$ cat src/rtl/lcd_pkg.sv
// Shared LCD definitions: panel IDs, per-panel resolution, coordinate/colour
// types and the move-block FSM states.
package lcd_pkg;

  typedef logic [10:0] coord_t;
  typedef logic [23:0] rgb_t;

  typedef struct packed {
    coord_t h_disp;
    coord_t v_disp;
  } res_t;

  typedef enum logic {
    MV_WAIT,
    MV_RUN
  } mv_state_t;

  localparam logic [15:0] ID_4342 = 16'h4342;
  localparam logic [15:0] ID_7084 = 16'h7084;
  localparam logic [15:0] ID_7016 = 16'h7016;
  localparam logic [15:0] ID_1018 = 16'h1018;
  localparam logic [15:0] ID_4384 = 16'h4384;

  localparam rgb_t WHITE = 24'hFFFFFF;
  localparam rgb_t BLACK = 24'h000000;
  localparam rgb_t RED   = 24'hFF0000;
  localparam rgb_t GREEN = 24'h00FF00;
  localparam rgb_t BLUE  = 24'h0000FF;

  // Unknown panels fall back to the smallest (4.3") resolution.
  function automatic res_t res_of(input logic [15:0] id);
    res_t r;
    case (id)
      ID_7084, ID_4384: r = '{h_disp: 11'd800,  v_disp: 11'd480};
      ID_7016:          r = '{h_disp: 11'd1024, v_disp: 11'd600};
      ID_1018:          r = '{h_disp: 11'd1280, v_disp: 11'd800};
      default:          r = '{h_disp: 11'd480,  v_disp: 11'd272};
    endcase
    return r;
  endfunction

endpackage

$ cat src/rtl/lcd_move_block_if.sv
// Pixel request/response link between lcd_dri (master) and a pixel source (slave).
interface lcd_move_block_if;
  import lcd_pkg::*;

  logic   data_req;
  coord_t lcd_xpos;
  coord_t lcd_ypos;
  rgb_t   lcd_data;

  modport master (output data_req, lcd_xpos, lcd_ypos, input lcd_data);
  modport slave  (input data_req, lcd_xpos, lcd_ypos, output lcd_data);
endinterface

$ cat src/rtl/lcd_move_block_bounce_axis.sv
// One axis of the bouncing square: position, direction and edge clamping.
module lcd_bounce_axis
  import lcd_pkg::*;
(
  input  logic   clk,
  input  logic   rst,
  input  logic   clr,
  input  logic   upd,
  input  coord_t limit,
  input  coord_t step,
  output coord_t pos
);

  coord_t      pos_q;
  logic        neg_q;
  logic [11:0] fwd;

  assign fwd = {1'b0, pos_q} + {1'b0, step};
  assign pos = pos_q;

  // An exact landing on either edge also reverses direction.
  always_ff @(posedge clk) begin
    if (rst || clr) begin
      pos_q <= '0;
      neg_q <= 1'b0;
    end else if (upd) begin
      if (!neg_q) begin
        if (fwd >= {1'b0, limit}) begin
          pos_q <= limit;
          neg_q <= 1'b1;
        end else begin
          pos_q <= fwd[10:0];
        end
      end else begin
        if (pos_q <= step) begin
          pos_q <= '0;
          neg_q <= 1'b0;
        end else begin
          pos_q <= pos_q - step;
        end
      end
    end
  end

endmodule

$ cat src/rtl/lcd_move_block.sv
// Pixel source for lcd_dri drawing a square that bounces off the panel edges,
// stepping once every FRAME_DIV frame ends.
module lcd_move_block
  import lcd_pkg::*;
#(
  parameter int   BLK_SIZE  = 40,
  parameter int   STEP      = 2,
  parameter int   FRAME_DIV = 1,
  parameter rgb_t BG_COLOR  = 24'hFFFFFF,
  parameter rgb_t BLK_COLOR = 24'h0000FF
) (
  input  logic               clk_dri,
  input  logic               sys_rst,
  input  logic [15:0]        lcd_id,
  input  logic               move_en,
  lcd_move_block_if.slave    pix,
  output coord_t             blk_x,
  output coord_t             blk_y
);

  localparam int DIV_W = (FRAME_DIV > 1) ? $clog2(FRAME_DIV) : 1;
  localparam logic [DIV_W-1:0] DIV_LAST = DIV_W'(FRAME_DIV - 1);

  res_t             res;
  logic [15:0]      id_q;
  logic             id_chg;
  logic             fe;
  mv_state_t        state, state_d;
  logic [DIV_W-1:0] div_q, div_d;
  logic             upd;
  logic             in_blk;
  rgb_t             lcd_data_p1;

  assign res    = res_of(lcd_id);
  assign id_chg = (lcd_id != id_q);
  assign fe     = pix.data_req && (pix.lcd_xpos == res.h_disp - 11'd1)
                               && (pix.lcd_ypos == res.v_disp - 11'd1);

  always_ff @(posedge clk_dri) begin
    if (sys_rst) begin
      state <= MV_WAIT;
      div_q <= '0;
      id_q  <= lcd_id;
    end else begin
      state <= state_d;
      div_q <= div_d;
      id_q  <= lcd_id;
    end
  end

  // A panel change restarts the animation and wins over a coincident frame end.
  always_comb begin
    state_d = state;
    div_d   = div_q;
    upd     = 1'b0;
    if (id_chg) begin
      state_d = MV_WAIT;
      div_d   = '0;
    end else if (fe) begin
      case (state)
        MV_WAIT: state_d = MV_RUN;
        MV_RUN: begin
          if (move_en) begin
            if (div_q == DIV_LAST) begin
              div_d = '0;
              upd   = 1'b1;
            end else begin
              div_d = div_q + 1'b1;
            end
          end
        end
        default: state_d = MV_WAIT;
      endcase
    end
  end

  lcd_bounce_axis u_axis_x (
    .clk   (clk_dri),
    .rst   (sys_rst),
    .clr   (id_chg),
    .upd   (upd),
    .limit (res.h_disp - coord_t'(BLK_SIZE)),
    .step  (coord_t'(STEP)),
    .pos   (blk_x)
  );

  lcd_bounce_axis u_axis_y (
    .clk   (clk_dri),
    .rst   (sys_rst),
    .clr   (id_chg),
    .upd   (upd),
    .limit (res.v_disp - coord_t'(BLK_SIZE)),
    .step  (coord_t'(STEP)),
    .pos   (blk_y)
  );

  assign in_blk = ({1'b0, pix.lcd_xpos} >= {1'b0, blk_x})
               && ({1'b0, pix.lcd_xpos} <  {1'b0, blk_x} + 12'(BLK_SIZE))
               && ({1'b0, pix.lcd_ypos} >= {1'b0, blk_y})
               && ({1'b0, pix.lcd_ypos} <  {1'b0, blk_y} + 12'(BLK_SIZE));

  // ---- p1: registered pixel ----
  always_ff @(posedge clk_dri) begin
    if (sys_rst)
      lcd_data_p1 <= '0;
    else if (!pix.data_req)
      lcd_data_p1 <= '0;
    else
      lcd_data_p1 <= in_blk ? BLK_COLOR : BG_COLOR;
  end

  assign pix.lcd_data = lcd_data_p1;

endmodule

$ cat src/flat_wrapper.sv
// flat-port wrapper written by rule: the top's interface ports become plain ports
module lcd_move_block_flat import lcd_pkg::*;
#(
  parameter int   BLK_SIZE  = 40,
  parameter int   STEP      = 2,
  parameter int   FRAME_DIV = 1,
  parameter rgb_t BG_COLOR  = 24'hFFFFFF,
  parameter rgb_t BLK_COLOR = 24'h0000FF
)
  (clk_dri, sys_rst, lcd_id, move_en, blk_x, blk_y, pix_data_req, pix_lcd_xpos, pix_lcd_ypos, pix_lcd_data);
  lcd_move_block_if pix_i ();
  input  logic clk_dri;
  input  logic sys_rst;
  input  logic [15:0] lcd_id;
  input  logic move_en;
  output coord_t blk_x;
  output coord_t blk_y;
  input wire logic [$bits(pix_i.data_req)-1:0] pix_data_req;
  input wire logic [$bits(pix_i.lcd_xpos)-1:0] pix_lcd_xpos;
  input wire logic [$bits(pix_i.lcd_ypos)-1:0] pix_lcd_ypos;
  output wire logic [$bits(pix_i.lcd_data)-1:0] pix_lcd_data;
  assign pix_i.data_req = pix_data_req;
  assign pix_i.lcd_xpos = pix_lcd_xpos;
  assign pix_i.lcd_ypos = pix_lcd_ypos;
  assign pix_lcd_data = pix_i.lcd_data;
  lcd_move_block #(.BLK_SIZE(BLK_SIZE), .STEP(STEP), .FRAME_DIV(FRAME_DIV), .BG_COLOR(BG_COLOR), .BLK_COLOR(BLK_COLOR)) u_core (.clk_dri(clk_dri), .sys_rst(sys_rst), .lcd_id(lcd_id), .move_en(move_en), .pix(pix_i), .blk_x(blk_x), .blk_y(blk_y));
endmodule
$ cat config.mk
export PLATFORM = sky130hd
export DESIGN_NAME = lcd_move_block_flat
export DESIGN_NICKNAME = d
export VERILOG_FILES = /design/src/rtl/lcd_pkg.sv /design/src/rtl/lcd_move_block_if.sv /design/src/rtl/lcd_move_block_bounce_axis.sv /design/src/rtl/lcd_move_block.sv /design/src/flat_wrapper.sv
export SDC_FILE = /design/constraint.sdc
export NUM_CORES = 1
export LEC_CHECK = 0
export ABC_CLOCK_PERIOD_IN_PS = 8200
export CAP_MARGIN = 40
export CORE_MARGIN = 2
export CORE_UTILIZATION = 30
export DETAILED_ROUTE_END_ITERATION = 16
export SLEW_MARGIN = 40
export SYNTH_ARGS = -nofsm -noshare
export SYNTH_HDL_FRONTEND = slang
export SYNTH_SLANG_ARGS = --single-unit
$ cat constraint.sdc
create_clock -name clk_dri -period 8.2 [get_ports clk_dri]
set_clock_uncertainty 0.15 [all_clocks]
set_input_delay 1.64 -clock clk_dri [delete_from_list [all_inputs] [get_ports clk_dri]]
set_output_delay 1.64 -clock clk_dri [all_outputs]
set_load 0.02 [all_outputs]
==> results of run 1 <==
worst max path at each step:
stage / start / to / slack (ps) / cells after the start
floorplan: lcd_id[15] / u_core.u_axis_y.pos[4] / 3250 / 14
global placement: lcd_id[6] / u_core.u_axis_y.pos[10] / 2280 / 15
detailed placement: lcd_id[6] / u_core.u_axis_y.pos[10] / 2130 / 15
CTS: lcd_id[6] / u_core.u_axis_y.pos[10] / 2400 / 15
global route: lcd_id[6] / u_core.u_axis_y.pos[10] / 2070 / 15
finish: lcd_id[6] / u_core.u_axis_y.pos[10] / 2440 / 15
cell type report:
class | instances | area share [%]
Multi-Input combinational cell | 452 | 59.3
Timing Repair Buffer | 86 | 15.8
Sequential cell | 41 | 15.1
Tap cell | 184 | 4.23
Clock buffer | 7 | 2.62
Inverter | 35 | 2.41
Clock inverter | 1 | 0.552
critical path, stage by stage:
cell	delay, ps
clkdlybuf4s50_1	470
nor4_2	380
nand4_1	460
a21oi_2	500
nor2_1	80
ha_1	290
and4b_1	210
o31a_1	270
o2111ai_1	170
a21oi_1	90
a211o_1	390
or2_2	370
nand2b_1	150
nor3b_1	140
a211oi_1	200
synth_stat cells (3+ instances only):
cell | instances | share of area (%)
a211o_1 | 3 | 0.59
a211oi_1 | 8 | 1.4
a21o_1 | 8 | 1.4
a21oi_1 | 38 | 4.3
a22o_1 | 3 | 0.59
a31oi_1 | 3 | 0.42
and3_1 | 3 | 0.42
buf_4 | 24 | 4.1
clkbuf_1 | 15 | 1.3
dfxtp_1 | 41 | 19
ha_1 | 59 | 17
inv_1 | 33 | 2.8
mux2i_1 | 3 | 0.68
nand2_1 | 33 | 2.8
nand2b_1 | 8 | 1.1
nand3_1 | 16 | 1.8
nand4_1 | 17 | 2.4
nand4b_1 | 4 | 0.79
nor2_1 | 41 | 3.5
nor2b_1 | 9 | 1.3
nor3_1 | 15 | 1.7
nor4_1 | 6 | 0.85
o2111ai_1 | 5 | 0.99
o211ai_1 | 6 | 1.0
o21a_1 | 9 | 1.5
o21ai_0 | 40 | 4.5
o21bai_1 | 4 | 0.68
o22ai_1 | 5 | 0.71
o31ai_1 | 4 | 0.68
or2_2 | 3 | 0.42
or3_1 | 5 | 0.71
xnor2_1 | 41 | 8.1
xor2_1 | 3 | 0.59
metal layers:
metal / GRT usage (%) / wire length [µm]
met5: 0 / 0
met4: 5.42 / 260
met3: 1.88 / 611
met2: 29.3 / 6560
met1: 22.7 / 6260
flip-flops by register name, indices dropped and copies added, names as in the netlist:
register,count
u_core.id_q,16
u_core.pix.lcd_data,2
u_core.state,1
u_core.u_axis_x.neg_q,1
u_core.u_axis_x.pos,10
u_core.u_axis_y.neg_q,1
u_core.u_axis_y.pos,10
per-stage QoR:
stage	hold WS, ps	instances
2_1_floorplan	282	571
3_3_place_gp	297	798
3_5_place_dp	308	798
4_1_cts	323	806
5_1_grt	372	806
6_report	317	806
cell families (layout without fill, tap and decap cells):
group	Yosys count	after routing	share of synthesized area [%]
xor gates and xnor gates	44	44	8.70
adders and majority gates	59	59	16.7
AOI/OAI and AO/OA	157	157	23.0
DFF	41	41	18.5
other	2	4	0.170
muxes	3	3	0.678
and+or+nand+nor	185	185	23.6
buffers and inverters	78	129	8.70
where the power goes:
group          total, µW  switching, µW  internal [µW]  leakage [µW]
Sequential           207           3.24            204      0.000337
Combinational       95.8           46.2           49.6       0.00154
Clock                232           80.0            152     0.0000841
Total                535            129            406       0.00196
==> metrics.md, run 1 <==
| Metric | Value |
|---|---|
| Status | `complete, no violations` |
| R2r startpoint | `u_core.id_q[11]` |
| IR drop worst, VDD | `0.0607 mV` |
| Final WL | `13,700 µm` |
| First-pass GRT wire length | `22,200 µm` |
| Worst Tran Pin Value | `795 ps` |
| Hold Buf Count CTS | `0` |
| Largest net degree at the start of global routing | `20` |
| Post-DR wirelength/cell | `17.0 µm` |
| Commonest non-fill, non-tap cells in the layout | `clkdlybuf4s50_1, ha_1, xnor2_1, nor2_1, dfxtp_1` |
| Routed vias | `4,347` |
| Initial detailed-routing violation count | `289` |
| Postcts setup bufs | `0` |
| Post-synthesis sequential area ratio | `18.5%` |
| Worst reg2reg path endpoint | `u_core.u_axis_x.pos[9]` |
| CTS tree | `built` |
| Yosys warnings | `0` |
| Netlist cell types | `74` |
| I/O pin total | `88` |
| Critical path required time | `8240 ps` |
| Standard-cell rows | `44` |
| Crit path launch type | `input pin` |
| Number of global-route vias before repair | `4,349` |
| Layout cell share with drive strength beyond 1 | `4.98%` |
| Leakage | `0.00196 µW` |
| Die W | `126 µm` |
| CTS max path bufs | `2` |
| CTS Buf Count | `5` |
| Placed cell area | `0.00527 mm²` |
| H-Tree Depth | `2` |
| Setup TNS | `0 ps` |
| RSZ-0062 raised after global routing | `no` |
| Min-Delay Path Class | `flip-flop to flip-flop` |
| Placement Setup Slack | `2130 ps` |
| Area Growth Syn to Fin | `22.9%` |
| Setup slack after layout | `2440 ps` |
| Max-Cap Viols | `0` |
| Final setup fails | `0` |
| Syn_area_per_cell | `7.78 µm²` |
| Post-CTS sizing | `0` |
| Post-synth ARST share | `0%` |
| Max-slew violation count | `0` |
| Hold path endpoint | `u_core.state` |
| Clock sink count | `41` |
| Period utilization | `70.3%` |
| Syn Std Cell Area | `0.00443 mm²` |
| Hold Path Cell Cnt | `2` |
| Power density over the cells | `98.3 mW/mm²` |
| Max Freq | `174 MHz` |
| Starting density of the core | `30.6%` |
| Reg2reg setup slack | `4450 ps` |
| Crit path max fanout | `12` |
| DP HPWL | `10,900 µm` |
| Area of the die | `0.0158 mm²` |
| Placer Congestion | `0.904` |
| Antenna violations before repair | `0` |
| Multi-input logic area | `0.00323 mm²` |
| Post-route cell area | `0.00544 mm²` |
| Slew HR | `46.7%` |
| Fin util | `37.6%` |
| Final hold violation count | `0` |
| Yosys reg bits | `41` |
| # diodes | `0` |
| Mapped Cells | `569` |
| Filler cells | `1,502` |
| Post-synth EDFFs | `0` |
| Die H | `126 µm` |
| Ys flop type | `dfxtp_1` |
| R2R cell count | `9` |
| Clock Latency Late Sink | `280 ps` |
| Reg area | `821 µm²` |
| Clock-pin slew on the worst setup and hold paths | `60 ps` |
| Residual DRC | `0` |
| IO buf count | `85` |
| Kind of critical path | `input pin to flip-flop` |
| Core area | `0.0145 mm²` |
| Total gr overflow | `0` |
| Nature of the critical path endpoint | `flip-flop` |
| DRT Pass-1 Iters | `5` |
| GRT Total Usage | `17.2%` |
| Tot Pwr | `535 µW` |
| Commonest non-fill, non-tap cell in the layout | `clkdlybuf4s50_1` |
| Fin crit period | `5760 ps` |
| WP data arrival | `5800 ps` |
| Nets | `722` |
| Via density | `5.39` |
| Routed Antenna Nets | `0` |
| Root buffer cell | `clkbuf_16` |
| Hold Path Origin | `u_core.state` |
Note: power is estimated with default switching activity, not from simulation.
==> run 2, diff against run 1 <==
ABC_CLOCK_PERIOD_IN_PS = 5600   (was 8200)
clock period = 5.6 ns   (was 8.2 ns; I/O delays follow)
==> run 2 against run 1 <==
Net effect: final area increased by 1.0%; die area stayed put; via count is 1.1% higher; hold slack barely moved; routed wire length down 0.92%; utilization grew 0.39 points; non-clock buffer count grew 7; register-to-register slack got worse by 2500 ps; combinational power grew 46%; critical path depth unchanged; critical endpoint unchanged; largest power group unchanged.
==> metrics.md, run 2 (synthesized netlist as in run 1, its figures left out) <==
| Metric | Value |
|---|---|
| Placed cell area | `0.00532 mm² (+1.0%)` |
| Max-slew violation count | `0 (unchanged)` |
| Nets | `729 (+0.97%)` |
| Standard-cell rows | `44 (unchanged)` |
| Hold Buf Count CTS | `0 (unchanged)` |
| Via density | `5.40 (+0.19%)` |
| Die H | `126 µm (unchanged)` |
| Starting density of the core | `30.6% (unchanged)` |
| Clock sink count | `41 (unchanged)` |
| Power density over the cells | `143 mW/mm² (+46%)` |
| Clock power frac | `43.8% (+0.4 points)` |
| IR drop worst, VDD | `0.0918 mV (+51%)` |
| Most Used Layer, Global Route | `met2` |
| RSZ-0062 raised after global routing | `no` |
| WP data arrival | `4980 ps (-820 ps)` |
| IO buf count | `85 (unchanged)` |
| Crit path max fanout | `11 (-1)` |
| Layout cell share with drive strength beyond 1 | `6.20% (+1.2 points)` |
| Postcts setup bufs | `0 (unchanged)` |
| Routed vias | `4,393 (+1.1%)` |
| Max-Cap Viols | `0 (unchanged)` |
| Slew HR | `48.7% (+1.9 points)` |
| Die W | `126 µm (unchanged)` |
| Post-route cell area | `0.00550 mm² (+1.0%)` |
| CTS Buf Count | `5 (unchanged)` |
| Residual DRC | `0 (unchanged)` |
| GRT Total Usage | `17.3% (+0.10 points)` |
| Setup TNS | `0 ps (unchanged)` |
| Clock-pin slew on the worst setup and hold paths | `60 ps (about the same)` |
| Leakage | `0.00200 µW (+1.6%)` |
| Commonest non-fill, non-tap cells in the layout | `clkdlybuf4s50_1, ha_1, xnor2_1, nor2_1, dfxtp_1` |
| Largest net degree at the start of global routing | `20 (unchanged)` |
| Switching power share of the total | `24.7% (+0.55 points)` |
| Post-CTS sizing | `0 (unchanged)` |
| Top reg by flops | `u_core.id_q` |
| Fin crit period | `4940 ps` |
| Max FFs per register | `16 (unchanged)` |
| Period utilization | `88.3%` |
| Final hold violation count | `0 (unchanged)` |
| # diodes | `0 (unchanged)` |
| Commonest non-fill, non-tap cell in the layout | `clkdlybuf4s50_1` |
| Min-Delay Path Class | `flip-flop to flip-flop` |
| Root buffer cell | `clkbuf_16` |
| CTS max path bufs | `2 (unchanged)` |
| DP HPWL | `10,900 µm (-0.29%)` |
| Met2 usage | `28.6% (-0.60 points)` |
| Routed Antenna Nets | `0 (unchanged)` |
| Flop pwr share | `38.4% (-0.3 points)` |
| Filler cells | `1,494 (-0.53%)` |
| Met1 Use GR | `23.0% (+0.29 points)` |
| Placer Congestion | `0.921 (+1.9%)` |
| Area of the die | `0.0158 mm² (unchanged)` |
| Worst Tran Pin Value | `770 ps (-24.9 ps)` |
| Number of global-route vias before repair | `4,382 (+0.76%)` |
| First-pass GRT wire length | `22,400 µm (+0.50%)` |
| Final setup fails | `0 (unchanged)` |
| Internal Power | `594 µW (+46%)` |
| Antenna violations before repair | `0 (unchanged)` |
| Switching power total | `195 µW (+51%)` |
| Max Freq | `202 MHz` |
| Kind of critical path | `input pin to flip-flop` |
| Final WL | `13,600 µm (-0.92%)` |
| Core area | `0.0145 mm² (unchanged)` |
| CTS tree | `built` |
| Total gr overflow | `0 (unchanged)` |
| Area Growth Syn to Fin | `24.2%` |
| H-Tree Depth | `2 (unchanged)` |
| DRT Pass-1 Iters | `5 (unchanged)` |
| GRT met3 Usage | `2.61% (+0.73 points)` |
| Crit path launch type | `input pin` |
| Status | `complete, no violations` |
| Post-DR wirelength/cell | `16.7 µm (-1.8%)` |
| Initial detailed-routing violation count | `325 (+12%)` |
| Clock Latency Late Sink | `280 ps (about the same)` |
| Proportion of power drawn by combinational gates | `17.8% (about the same)` |
| I/O pin total | `88 (unchanged)` |
| Critical path required time | `5640 ps (-2600 ps)` |
| Nature of the critical path endpoint | `flip-flop` |
## run 2: changes by cell type in the layout (fill, tap and decap cells not counted)
| cell | previous run | this run |
|---|---|---|
| buf_4 | 1 | 8 |
| clkbuf_1 | 1 | 0 |
| clkinvlp_4 | 0 | 1 |
## run 2: power by group through the flow
stage / clock network (µW) / registers, µW / logic (µW)
2_1_floorplan: 0 / 310 / 75.6
3_3_place_gp: 0 / 310 / 136
3_5_place_dp: 0 / 310 / 139
4_1_cts: 353 / 303 / 140
5_1_grt: 368 / 304 / 153
6_report: 345 / 303 / 140
## run 2: per-layer routing
metal | share of wire [%] | wire, µm
met1 | 47 | 6340
met5 | 0 | 0
met3 | 4.3 | 579
met2 | 47 | 6340
met4 | 2.3 | 307
## run 2: stage by stage
stage | std cells | util [%] | total power (µW) | hold WS (ps) | setup slack (ps)
after floorplan | 571 | - | 386 | 282 | 1170
after global placement | 805 | 36.8 | 446 | 294 | 464
after detailed placement | 805 | 36.8 | 449 | 307 | 358
after CTS | 813 | 38.0 | 797 | 322 | 654
after global routing | 813 | 38.0 | 824 | 372 | 465
final | 813 | 38.0 | 789 | 317 | 655
## run 2: cell type report
class / count / area, µm² / share of cell area (%)
multi-input cells: 452 / 3230 / 58.7
clock inverters: 2 / 37.5 / 0.682
repair buffers: 93 / 911 / 16.6
inverters: 35 / 131 / 2.39
well taps: 184 / 230 / 4.19
clock buffers: 6 / 139 / 2.53
flip-flops and latches: 41 / 821 / 14.9
## run 2: path summary, 6_finish.rpt
kind | from | end | slack, ps | cells after the start
min reg2reg | u_core.state | u_core.state | 320 | 2
min | u_core.state | u_core.state | 320 | 2
max | lcd_id[15] | u_core.u_axis_y.pos[10] | 660 | 15
max reg2reg | u_core.u_axis_y.pos[3] | u_core.u_axis_y.pos[10] | 1990 | 12
## run 2: critical path: stages
cell and delay, ps:
clkdlybuf4s50_1 470, or2_1 270, or4_4 560, nor2_1 270, inv_1 90, ha_1 290, and4b_1 170, o31a_1 270
o2111ai_1 170, a21oi_1 80, a211o_1 370, or2_2 370, nand2b_1 150, nor3b_1 140, a211oi_1 200
